[config.mk]
export PLATFORM = sky130hd
export DESIGN_NAME = mp_add_seq
export DESIGN_NICKNAME = d
export VERILOG_FILES = /design/src/rtl/mp_add_pkg.sv /design/src/rtl/rca_8.sv /design/src/rtl/mp_add_seq.sv
export SDC_FILE = /design/constraint.sdc
export NUM_CORES = 1
export LEC_CHECK = 0
export CAP_MARGIN = 20
export CORE_MARGIN = 2
export CORE_UTILIZATION = 45
export DETAILED_ROUTE_END_ITERATION = 8
export PLACE_DENSITY = 0.79
export SYNTH_ARGS = -nofsm -noshare
export SYNTH_HDL_FRONTEND = slang
export SYNTH_SLANG_ARGS = --single-unit
[constraint.sdc]
create_clock -name clk -period 10.5 [get_ports clk]
set_input_delay 3.15 -clock clk [delete_from_list [all_inputs] [get_ports clk]]
set_output_delay 3.15 -clock clk [all_outputs]
set_load 0.05 [all_outputs]
[src/rtl/mp_add_pkg.sv]
// Shared constants and state encoding for the multi-precision add sequencer.
package mp_add_pkg;

    localparam int BYTE_W = 8;

    typedef enum logic [1:0] {
        S_IDLE = 2'd0,
        S_RUN  = 2'd1,
        S_DONE = 2'd2
    } state_t;

endpackage

[src/rtl/rca_8.sv]
// 8-bit ripple-carry adder used as the byte datapath.
// Latency: combinational, zero cycles.
// Backpressure: none, pure function of its inputs.
module rca_8
    import mp_add_pkg::*;
(
    input  logic [BYTE_W-1:0] a,
    input  logic [BYTE_W-1:0] b,
    input  logic              ci,
    output logic [BYTE_W-1:0] s,
    output logic              co
);

    logic [BYTE_W:0] c;

    assign c[0] = ci;

    for (genvar i = 0; i < BYTE_W; i++) begin : g_fa
        assign s[i]   = a[i] ^ b[i] ^ c[i];
        assign c[i+1] = (a[i] & b[i]) | (c[i] & (a[i] ^ b[i]));
    end

    assign co = c[BYTE_W];

endmodule

[src/rtl/mp_add_seq.sv]
// Wide add streamed one byte per clock through one rca_8; MP_ADD_SEQ_SUB_EN adds a subtract mode.
// Latency: out_valid rises NBYTES edges after the input handshake edge.
// Backpressure: in_ready only in IDLE; result held in DONE until out_ready.
module mp_add_seq
    import mp_add_pkg::*;
#(
    parameter int NBYTES = 4
) (
    input  logic                    clk,
    input  logic                    rst_n,
    input  logic                    in_valid,
    output logic                    in_ready,
    input  logic [8*NBYTES-1:0]     a,
    input  logic [8*NBYTES-1:0]     b,
    input  logic                    cin,
`ifdef MP_ADD_SEQ_SUB_EN
    input  logic                    sub,
`endif
    output logic                    out_valid,
    input  logic                    out_ready,
    output logic [8*NBYTES-1:0]     sum,
    output logic                    cout,
    output logic                    busy
);

    localparam int W     = BYTE_W * NBYTES;
    localparam int CNT_W = (NBYTES > 1) ? $clog2(NBYTES) : 1;
    localparam logic [CNT_W-1:0] LAST = CNT_W'(NBYTES - 1);

    state_t             state, state_nxt;
    logic [W-1:0]       op_a, op_b, sum_r, sum_shift, b_cap;
    logic [CNT_W-1:0]   idx;
    logic               carry, cout_r, cin_cap;
    logic [BYTE_W-1:0]  byte_s;
    logic               byte_c;

`ifdef MP_ADD_SEQ_SUB_EN
    // Two's-complement subtract: invert B and inject a carry of one.
    assign b_cap   = sub ? ~b : b;
    assign cin_cap = sub | cin;
`else
    assign b_cap   = b;
    assign cin_cap = cin;
`endif

    rca_8 u_rca (
        .a  (op_a[BYTE_W-1:0]),
        .b  (op_b[BYTE_W-1:0]),
        .ci (carry),
        .s  (byte_s),
        .co (byte_c)
    );

    if (NBYTES == 1) begin : g_one
        assign sum_shift = byte_s;
    end else begin : g_many
        assign sum_shift = {byte_s, sum_r[W-1:BYTE_W]};
    end

    always_ff @(posedge clk or negedge rst_n) begin
        if (!rst_n) begin
            state <= S_IDLE;
        end else begin
            state <= state_nxt;
        end
    end

    always_comb begin
        state_nxt = state;
        in_ready  = 1'b0;
        out_valid = 1'b0;
        busy      = 1'b0;
        case (state)
            S_IDLE: begin
                in_ready = 1'b1;
                if (in_valid) state_nxt = S_RUN;
            end
            S_RUN: begin
                busy = 1'b1;
                if (idx == LAST) state_nxt = S_DONE;
            end
            S_DONE: begin
                busy      = 1'b1;
                out_valid = 1'b1;
                if (out_ready) state_nxt = S_IDLE;
            end
            default: state_nxt = S_IDLE;
        endcase
    end

    always_ff @(posedge clk or negedge rst_n) begin
        if (!rst_n) begin
            op_a   <= '0;
            op_b   <= '0;
            sum_r  <= '0;
            carry  <= 1'b0;
            cout_r <= 1'b0;
            idx    <= '0;
        end else if (state == S_IDLE && in_valid) begin
            op_a  <= a;
            op_b  <= b_cap;
            carry <= cin_cap;
            idx   <= '0;
        end else if (state == S_RUN) begin
            // LSB byte is consumed first; results fill the sum register from the top.
            op_a  <= op_a >> BYTE_W;
            op_b  <= op_b >> BYTE_W;
            sum_r <= sum_shift;
            carry <= byte_c;
            idx   <= idx + CNT_W'(1);
            if (idx == LAST) cout_r <= byte_c;
        end
    end

    assign sum  = sum_r;
    assign cout = cout_r;

endmodule

After elaboration in Yosys (flattened, before gate mapping):

Index checks and enable logic that the tools add are counted.

* output and inout port bits: 36
* memories: 0
* RAM bits: 0
* bits of input ports: 69
* register bits: 102
* memory bits (read-only): 0
* bits in latches: 0
* logic and storage cells: 77

* $lt $le $gt $ge: 0
* reductions and logical operators: 7
* div/mod/pow operators: 0
* multiply operators: 0
* muxes and demuxes: 15
* shifts and indexed selects: 0
* bitwise gates (word level): 41
* add/subtract/negate cells: 1
* equal/unequal tests: 6

Operators with widths (number)
* two-way mux 32 bit: 4
* bitwise AND 1 bit: 16
* XOR 1 bit: 16
* two-way mux 2 bit: 5
* bitwise OR 1 bit: 8
* one-hot mux 2 bit (3 select lines): 1
* AND reduction 3 bit: 2
* two-way mux 1 bit: 5
* == test 2 bit, second input constant: 2
* inequality test 2 bit, second input constant: 2
* adder 2 x 1 -> 2 bit, second input constant: 1
* == test 2 x 1 -> 1 bit, second input constant: 1
* logical NOT 2 bit: 1
* inequality test 2 x 1 -> 1 bit, second input constant: 1
* AND reduction 2 bit: 1
* nonzero test 2 bit: 1
* OR reduction 2 bit: 1
* logical AND 1 bit: 1
* inverter 1 bit: 1

Depth between registers and ports, before layout:

Gate-level depths: netlist (run 1).

* depth in word-level cells: 19
* depth in mapped cells: 14
* depth with buffers taken out: 14

Modules after synthesis:

A second synthesis (run 1) with hierarchy kept.

* cell total of the unflattened synthesis: 395
* area total of the unflattened synthesis: 4578.1 µm²

By module, submodules not included
* mp_add_seq: instances 1, seq. area each 2552.4 µm², area each 4380.5 µm², cells each 377
* rca_8: instances 1, seq. area each 0.0 µm², area each 197.7 µm², cells each 18

Worst setup path after synthesis (run 1):

OpenSTA, ideal clock, no wires.

* path type: flip-flop to output port
* start: reg state[0]
* end: out busy
* arrival: 940 ps
* buffers on the path: 0
* cell stages (with the launch flop): 3
* required time: 7350 ps
* slack: 6410 ps
* cells stage by stage: dfrtp_1 -> inv_1 -> ha_1

* longest elaborated chain between the ends: 3
* elaborated cells between the ends (all ways): 4
* classes of those cells: eq/ne (2); mux (1); reduce/logical (1)

Ends and longest elaborated chain
* start: declaration: RTL line mp_add_seq.sv:30 `state_t state, state_nxt;`
* start signal: assignment: RTL line mp_add_seq.sv:64 `state <= state_nxt;`
* == test 2 x 1 -> 1 bit or == test 2 bit (tied branches): RTL line mp_add_seq.sv:73 `case (state)`
* OR reduction 2 bit (no line) (*)
* two-way mux 1 bit (*): RTL line mp_add_seq.sv:73
* end: declaration: RTL line mp_add_seq.sv:23 `output logic busy`

Mark *: on every way between the ends. The rest lies on a longest branch, timed or not.

Final worst setup path (run 1):

Ends and elaborated chain as after synthesis.

==> results of run 1 <==
[sequential cells by signal, summed over array words and instances, names as in the netlist]
signal  flops
sum        32
carry       1
idx         2
op_a       32
cout        1
state       2
op_b       32
[routing by layer]
metal  share of wire [%]  wire length, um  track usage, %  vias to the layer above
met4                 1.7              150            6.38                        0
li1                    -                -               -                     1497
met1                  48             4150            23.3                     1435
met3                 3.9              343            3.12                       14
met2                  47             4060            26.8                       77
met5                   0                0               0                        -
[cells by family (layout without fill, tap and decap cells)]
group | after synthesis | count (layout) | share of synthesized area, %
AND/OR/NAND/NOR | 86 | 86 | 7.95
AO/OA/AOI/OAI | 67 | 67 | 7.40
multiplexers | 84 | 84 | 19.2
XOR/XNOR | 1 | 1 | 0.191
flip-flops | 102 | 102 | 55.5
buffers and inverters | 41 | 138 | 5.20
adder cells (fa/ha/maj) | 12 | 12 | 4.57
[worst max-delay path, delay by kind of cell, from the launching register on]
family                     cells  cell delay, ns
adders and majority gates      1            0.28
DFF                            1            0.43
buffers and inverters          2            0.87
[power by group through the flow]
| stage | Clock (W) | Combinational (W) | Sequential (W) |
|---|---|---|---|
| 5_1_grt | 0.000259 | 0.00109 | 0.000751 |
| 6_report | 0.000235 | 0.000997 | 0.000719 |
| 3_3_place_gp | 0 | 0.000971 | 0.000722 |
| 3_5_place_dp | 0 | 0.00100 | 0.000730 |
| 4_1_cts | 0.000242 | 0.00101 | 0.000723 |
| 2_1_floorplan | 0 | 0.000545 | 0.000916 |
[final cells by class]
type	count	area (um^2)
Fill cell	816	4010
Sequential cell	102	2550
Multi-Input combinational cell	250	1820
Timing Repair Buffer	107	1070
Tap cell	133	166
Clock buffer	9	124
Clock inverter	7	63.8
Inverter	15	56.3
[stage by stage]
stage	setup slack, ns	total power [W]	area, um^2	hold WS (ns)	utilization [%]
2_1_floorplan	6.41	0.00146	4600	0.490	-
3_3_place_gp	5.62	0.00169	5650	0.488	57.3
3_5_place_dp	5.48	0.00173	5650	0.498	57.3
4_1_cts	5.38	0.00197	5840	0.521	59.2
5_1_grt	5.31	0.00210	5860	0.538	59.4
6_report	5.40	0.00195	5860	0.516	59.4
[synthesized netlist by cell type]
library cell,count,area share (%)
sky130_fd_sc_hd__a222oi_1,1,0.22
sky130_fd_sc_hd__and2_1,1,0.14
sky130_fd_sc_hd__buf_2,5,0.54
sky130_fd_sc_hd__buf_4,9,1.5
sky130_fd_sc_hd__buf_6,6,1.5
sky130_fd_sc_hd__clkbuf_1,6,0.49
sky130_fd_sc_hd__dfrtp_1,102,56
sky130_fd_sc_hd__fa_1,8,3.5
sky130_fd_sc_hd__ha_1,4,1.1
sky130_fd_sc_hd__inv_1,15,1.2
sky130_fd_sc_hd__mux2_2,32,7.8
sky130_fd_sc_hd__mux2i_1,52,11
sky130_fd_sc_hd__nand2_1,67,5.5
sky130_fd_sc_hd__nand2b_1,16,2.2
sky130_fd_sc_hd__nor2_1,2,0.16
sky130_fd_sc_hd__o21ai_0,61,6.6
sky130_fd_sc_hd__o21ai_1,5,0.54
sky130_fd_sc_hd__xnor2_1,1,0.19
[path summary, 6_finish.rpt]
path,endpoint
worst max-delay path,busy
worst min-delay path,sum[1]
worst max register to register,sum[31]
worst min register to register,sum[1]
max in group asynchronous,op_b[12]
min in group asynchronous,op_a[16]
==> impl_table.tex, run 1 <==
\begin{tabular}{lr}
\hline
Metric & Value \\
\hline
\multicolumn{2}{l}{\textbf{Layout}} \\
\quad N\_diodes & 0 \\
\quad Finished Layout Cells & 623 \\
\quad Layout area overhead & 27.4\% \\
\quad Share of layout cells above drive strength 1 & 11.0\% \\
\quad Commonest non-fill, non-tap cell in the layout & sky130\_fd\_sc\_hd\_\_clkdlybuf4s50\_1 \\
\quad Top library cells by usage in the layout, fill and taps aside & 103 x sky130\_fd\_sc\_hd\_\_clkdlybuf4s50\_1, 102 x sky130\_fd\_sc\_hd\_\_dfrtp\_1, 67 x sky130\_fd\_sc\_hd\_\_nand2\_1 \\
\quad Final-stage net count & 566 \\
\multicolumn{2}{l}{\textbf{Clock tree}} \\
\quad Total CTS buffers & 9 \\
\quad Count of hold-fix buffers inserted at cts & 0 \\
\quad \# Post-CTS Setup Buffers & 0 \\
\quad TritonCTS sink count & 102 \\
\quad CTS max path bufs & 2 \\
\quad Level count of the clock H-tree & 3 \\
\quad Clock tree from TritonCTS & done \\
\quad Source-to-sink clock delay at the later pin of the worst-skew pair & 0.37 ns \\
\quad Clock-pin transition on the worst setup and hold timing paths & 0.11 ns \\
\quad Clock root buffer master & sky130\_fd\_sc\_hd\_\_clkbuf\_8 \\
\quad Number of gates resized after cts & 0 \\
\multicolumn{2}{l}{\textbf{Global route}} \\
\quad GR Overflow Total & 0 \\
\quad Initial antenna violation count & 0 \\
\quad Pin count of the biggest net entering global routing & 133 \\
\quad Via count of the first global-routing pass & 3,030 \\
\quad First-pass GRT wire length & 15,000 um \\
\quad Total global-route track usage & 16.9\% \\
\multicolumn{2}{l}{\textbf{Setup path}} \\
\quad RR Startpoint & op\_a[0] \\
\quad Critical path endpoint category & output port \\
\quad Largest driver fanout on the critical path & 3 \\
\quad Critical path origin & state[0] \\
\quad Type of origin of the critical path & register \\
\quad Cells traversed along the worst timing path & inv\_1, ha\_1, clkdlybuf4s50\_1 \\
\quad Crit path DAT & 1.95 ns \\
\quad Register-to-Register Path Depth & 12 \\
\quad Type of the worst setup path & register to output port \\
\quad Stage delay of the slowest cell on the critical path & 0.79 ns \\
\quad Critical path required time & 7.35 ns \\
\quad Slowest cell on the critical path & sky130\_fd\_sc\_hd\_\_clkdlybuf4s50\_1 \\
\quad Reg-to-reg slack, setup & 6.75 ns \\
\multicolumn{2}{l}{\textbf{Floorplanning}} \\
\quad Floorplan row count & 36 \\
\quad Die Wd & 105 um \\
\quad I/O pins & 105 \\
\quad Height of the chip & 105 um \\
\quad Die outline area & 11,000 um\^{}2 \\
\quad Standard cell core area & 9860 um\^{}2 \\
\quad Initial cell density of the core & 46.6\% \\
\multicolumn{2}{l}{\textbf{Yosys}} \\
\quad Number of storage elements in the synthesis netlist & 102 \\
\quad Post-synth design cell area & 4600 um\^{}2 \\
\quad Mapped Avg Cell Area & 11.7 um\^{}2 \\
\quad Number of distinct library cells after synthesis & 18 \\
\quad Number of warnings issued by yosys & 0 \\
\quad Syn Nets & 474 \\
\quad Mapped Cells & 393 \\
\quad Part of the Yosys area used for sequential elements & 55.5\% \\
\multicolumn{2}{l}{\textbf{Routing}} \\
\quad Detail-routed net length per standard cell & 14.0 um \\
\quad DRT iter0 DRCs & 143 \\
\quad Iteration count of the initial detailed-routing pass & 4 \\
\quad WL final & 8700 um \\
\quad Remaining DRCs & 0 \\
\quad Ratio of routed vias to standard cells & 4.85 \\
\quad Post-route ant nets & 0 \\
\quad Via count of the routed design & 3,023 \\
\multicolumn{2}{l}{\textbf{Place}} \\
\quad Post-DP HPWL & 6090 um \\
\quad Port Buffer Count & 104 \\
\quad Weighted congestion reported at the end of routability-driven placement & 0.744 \\
\quad Placed Instances & 606 \\
\multicolumn{2}{l}{\textbf{Pwr}} \\
\quad Internal portion of total power & 0.00111 W \\
\quad Leakage power figure & 2.49 nW \\
\quad Relative contribution of sequential cells to total power & 36.9\% \\
\quad Switching share of power & 43.0\% \\
\quad Net switching power & 0.000840 W \\
\quad Maximum vdd drop & 0.319 mV \\
\quad Clock share of power & 12.0\% \\
\quad Total power density per cell area & 333 nW/um\^{}2 \\
\quad Logic gate share of total power & 51.1\% \\
\multicolumn{2}{l}{\textbf{STA}} \\
\quad Maximum clock skew at final layout & 0.0129 ns \\
\quad RSZ-0062 raised after global routing & false \\
\quad Transition time at the pin with the least slew margin & 0.769 ns \\
\quad Final hold violation count & 0 \\
\quad Peak Freq & 196 MHz \\
\quad Final setup TNS & 0 ns \\
\quad Setup-failing EPs final & 0 \\
\quad Worst rel slew slack & 48.7\% \\
\quad Period minus WS final & 5.10 ns \\
\quad Part of the cycle the worst path needs & 48.5\% \\
\quad Final max-slew violation count & 0 \\
\multicolumn{2}{l}{\textbf{Min path}} \\
\quad HP Class & register to register \\
\quad Critical hold path startpoint & sum[1] \\
\quad Worst Hold Depth & 1 \\
\multicolumn{2}{l}{\textbf{Outcome}} \\
\quad Status & finished, final reports clean \\
\multicolumn{2}{l}{\textbf{Flow run}} \\
\quad Max-capacitance violation count & 0 \\
\hline
\end{tabular}
Power figures use the tool's default switching activity.
==> inputs of run 2 (changes only) <==
==> constraint.sdc (replaced) <==
create_clock -name clk -period 4.8 [get_ports clk]
set_input_delay 1.44 -clock clk [delete_from_list [all_inputs] [get_ports clk]]
set_output_delay 1.44 -clock clk [all_outputs]
set_load 0.05 [all_outputs]
==> run 2 against run 1 <==
Against the previous run:
- sequential power increased by 120%
- die area is the same
- count of clock-buffer cells in the layout up 1
- cell count grew 0.16%
- wire length up 5.9%
- clock skew is 0.0042 ns lower
- final area grew 0.43%
- highest routed layer unchanged
==> impl_table.tex, run 2 (synthesized netlist as in run 1, its figures left out) <==
\begin{tabular}{lr}
\hline
Metric & Value \\
\hline
\multicolumn{2}{l}{\textbf{Floorplanning}} \\
\quad Die Wd & 105 um \\
\quad Floorplan row count & 36 \\
\quad I/O pins & 105 \\
\quad Initial cell density of the core & 46.6\% \\
\quad Height of the chip & 105 um \\
\quad Die outline area & 11,000 um\^{}2 \\
\quad Standard cell core area & 9860 um\^{}2 \\
\multicolumn{2}{l}{\textbf{Global route}} \\
\quad Pin count of the biggest net entering global routing & 133 \\
\quad Initial antenna violation count & 0 \\
\quad Met2 track demand over resource & 29.9\% \\
\quad First-pass GRT wire length & 15,500 um \\
\quad Global-route met1 utilization & 22.9\% \\
\quad Layer carrying the most global-route usage & met2 \\
\quad Via count of the first global-routing pass & 3,173 \\
\quad GR Overflow Total & 0 \\
\quad Total global-route track usage & 17.7\% \\
\quad Met3 Use GR & 3.68\% \\
\multicolumn{2}{l}{\textbf{Clock tree}} \\
\quad Level count of the clock H-tree & 3 \\
\quad Total CTS buffers & 9 \\
\quad CTS max path bufs & 2 \\
\quad Clock tree from TritonCTS & done \\
\quad Source-to-sink clock delay at the later pin of the worst-skew pair & 0.36 ns \\
\quad Clock root buffer master & sky130\_fd\_sc\_hd\_\_clkbuf\_8 \\
\quad Number of gates resized after cts & 0 \\
\quad Clock-pin transition on the worst setup and hold timing paths & 0.10 ns \\
\quad Count of hold-fix buffers inserted at cts & 0 \\
\quad \# Post-CTS Setup Buffers & 0 \\
\quad TritonCTS sink count & 102 \\
\multicolumn{2}{l}{\textbf{Routing}} \\
\quad Ratio of routed vias to standard cells & 4.91 \\
\quad WL final & 9210 um \\
\quad Detail-routed net length per standard cell & 14.8 um \\
\quad Remaining DRCs & 0 \\
\quad Post-route ant nets & 0 \\
\quad DRT iter0 DRCs & 160 \\
\quad Iteration count of the initial detailed-routing pass & 5 \\
\quad Via count of the routed design & 3,065 \\
\multicolumn{2}{l}{\textbf{Pwr}} \\
\quad Maximum vdd drop & 0.509 mV \\
\quad Leakage power figure & 2.49 nW \\
\quad Total power density per cell area & 739 nW/um\^{}2 \\
\multicolumn{2}{l}{\textbf{Layout}} \\
\quad Count of filler cells inserted in the layout & 815 \\
\quad Finished Layout Cells & 624 \\
\quad Post-Layout Inst Area & 5880 um\^{}2 \\
\quad Commonest non-fill, non-tap cell in the layout & sky130\_fd\_sc\_hd\_\_clkdlybuf4s50\_1 \\
\quad Share of layout cells above drive strength 1 & 11.0\% \\
\quad Layout area overhead & 28.0\% \\
\quad N\_diodes & 0 \\
\quad Top library cells by usage in the layout, fill and taps aside & 103 x sky130\_fd\_sc\_hd\_\_clkdlybuf4s50\_1, 102 x sky130\_fd\_sc\_hd\_\_dfrtp\_1, 67 x sky130\_fd\_sc\_hd\_\_nand2\_1 \\
\quad Final-stage net count & 567 \\
\multicolumn{2}{l}{\textbf{Setup path}} \\
\quad Critical path origin & op\_a[0] \\
\quad RR Startpoint & op\_a[0] \\
\quad Most Frequent Cell on Critical Path & sky130\_fd\_sc\_hd\_\_fa\_1 \\
\quad Critical path required time & 5.08 ns \\
\quad Largest delay share family, worst path & adder cells \\
\quad Slowest cell on the critical path & sky130\_fd\_sc\_hd\_\_fa\_1 \\
\quad Critical path endpoint category & register \\
\quad Sum of buffers and inverters on the critical path & 3 \\
\quad Crit path DAT & 4.13 ns \\
\quad Cells traversed along the worst timing path & fa\_1, inv\_1, fa\_1, inv\_1, fa\_1, fa\_1, fa\_1, fa\_1, fa\_1, inv\_1, fa\_1, mux2i\_1 \\
\quad Type of origin of the critical path & register \\
\quad Largest driver fanout on the critical path & 2 \\
\quad Type of the worst setup path & register to register \\
\quad Stage delay of the slowest cell on the critical path & 0.43 ns \\
\multicolumn{2}{l}{\textbf{STA}} \\
\quad Final setup TNS & 0 ns \\
\quad Final hold violation count & 0 \\
\quad Part of the cycle the worst path needs & 80.4\% \\
\quad RSZ-0062 raised after global routing & false \\
\quad Transition time at the pin with the least slew margin & 1.07 ns \\
\quad Peak Freq & 259 MHz \\
\quad Maximum clock skew at final layout & 0.00870 ns \\
\quad Setup-failing EPs final & 0 \\
\quad Final max-slew violation count & 0 \\
\quad Period minus WS final & 3.86 ns \\
\quad Worst rel slew slack & 28.7\% \\
\multicolumn{2}{l}{\textbf{Flow run}} \\
\quad Max-capacitance violation count & 0 \\
\multicolumn{2}{l}{\textbf{Place}} \\
\quad Post-DP HPWL & 6420 um \\
\quad Placed Instances & 607 \\
\quad Weighted congestion reported at the end of routability-driven placement & 0.714 \\
\quad Placed cell area & 5660 um\^{}2 \\
\quad Port Buffer Count & 104 \\
\multicolumn{2}{l}{\textbf{Min path}} \\
\quad HP Class & register to register \\
\quad Critical hold path startpoint & sum[7] \\
\multicolumn{2}{l}{\textbf{Outcome}} \\
\quad Status & finished, final reports clean \\
\hline
\end{tabular}
-- run 2: cell count changes in the layout (fill, tap and decap cells not counted), sizes merged --
cell and delta:
bufinv +1, buf +1, clkinv -2, clkbuf +1, inv -3, clkinvlp +3
-- run 2: layout make-up --
type	count	area, um^2	area share, %
timing repair buffer	108	1090	18.5
inverter	15	56.3	0.957
clock inverter	6	70.1	1.19
tap	133	166	2.83
multi-input combinational	250	1820	31.0
clock buffer	10	128	2.17
sequential	102	2550	43.4
-- run 2: power by group --
group	switching [W]	total (W)	internal, W
Clock	0.000293	0.000537	0.000244
Sequential	0.000298	0.00159	0.00129
Combinational	0.00126	0.00222	0.000957
-- run 2: metal layers --
metal | routed length (um) | vias to the layer above
met1 | 4130 | 1478
met2 | 4590 | 76
met3 | 367 | 11
li1 | - | 1500
met4 | 127 | 0
met5 | 0 | -
-- run 2: worst paths after layout --
check / to / slack [ns] / depth (start not counted)
worst max-delay path: sum[31] / 0.94 / 12
worst min-delay path: sum[7] / 0.51 / 1
worst max register to register: sum[31] / 0.94 / 12
worst min register to register: sum[7] / 0.51 / 1
max in group asynchronous: op_a[16] / 3.01 / 2
min in group asynchronous: op_a[11] / 0.94 / 1
-- run 2: per-stage QoR --
stage                     util, %  hold slack (ns)  total power, W  setup slack [ns]
after floorplan                 -            0.490         0.00319              1.24
after global placement       57.3            0.489         0.00372              1.17
after detailed placement     57.3            0.495         0.00384             0.946
after CTS                    59.3            0.518         0.00438             0.923
after global routing         59.6            0.552         0.00464             0.770
final                        59.6            0.515         0.00435             0.942
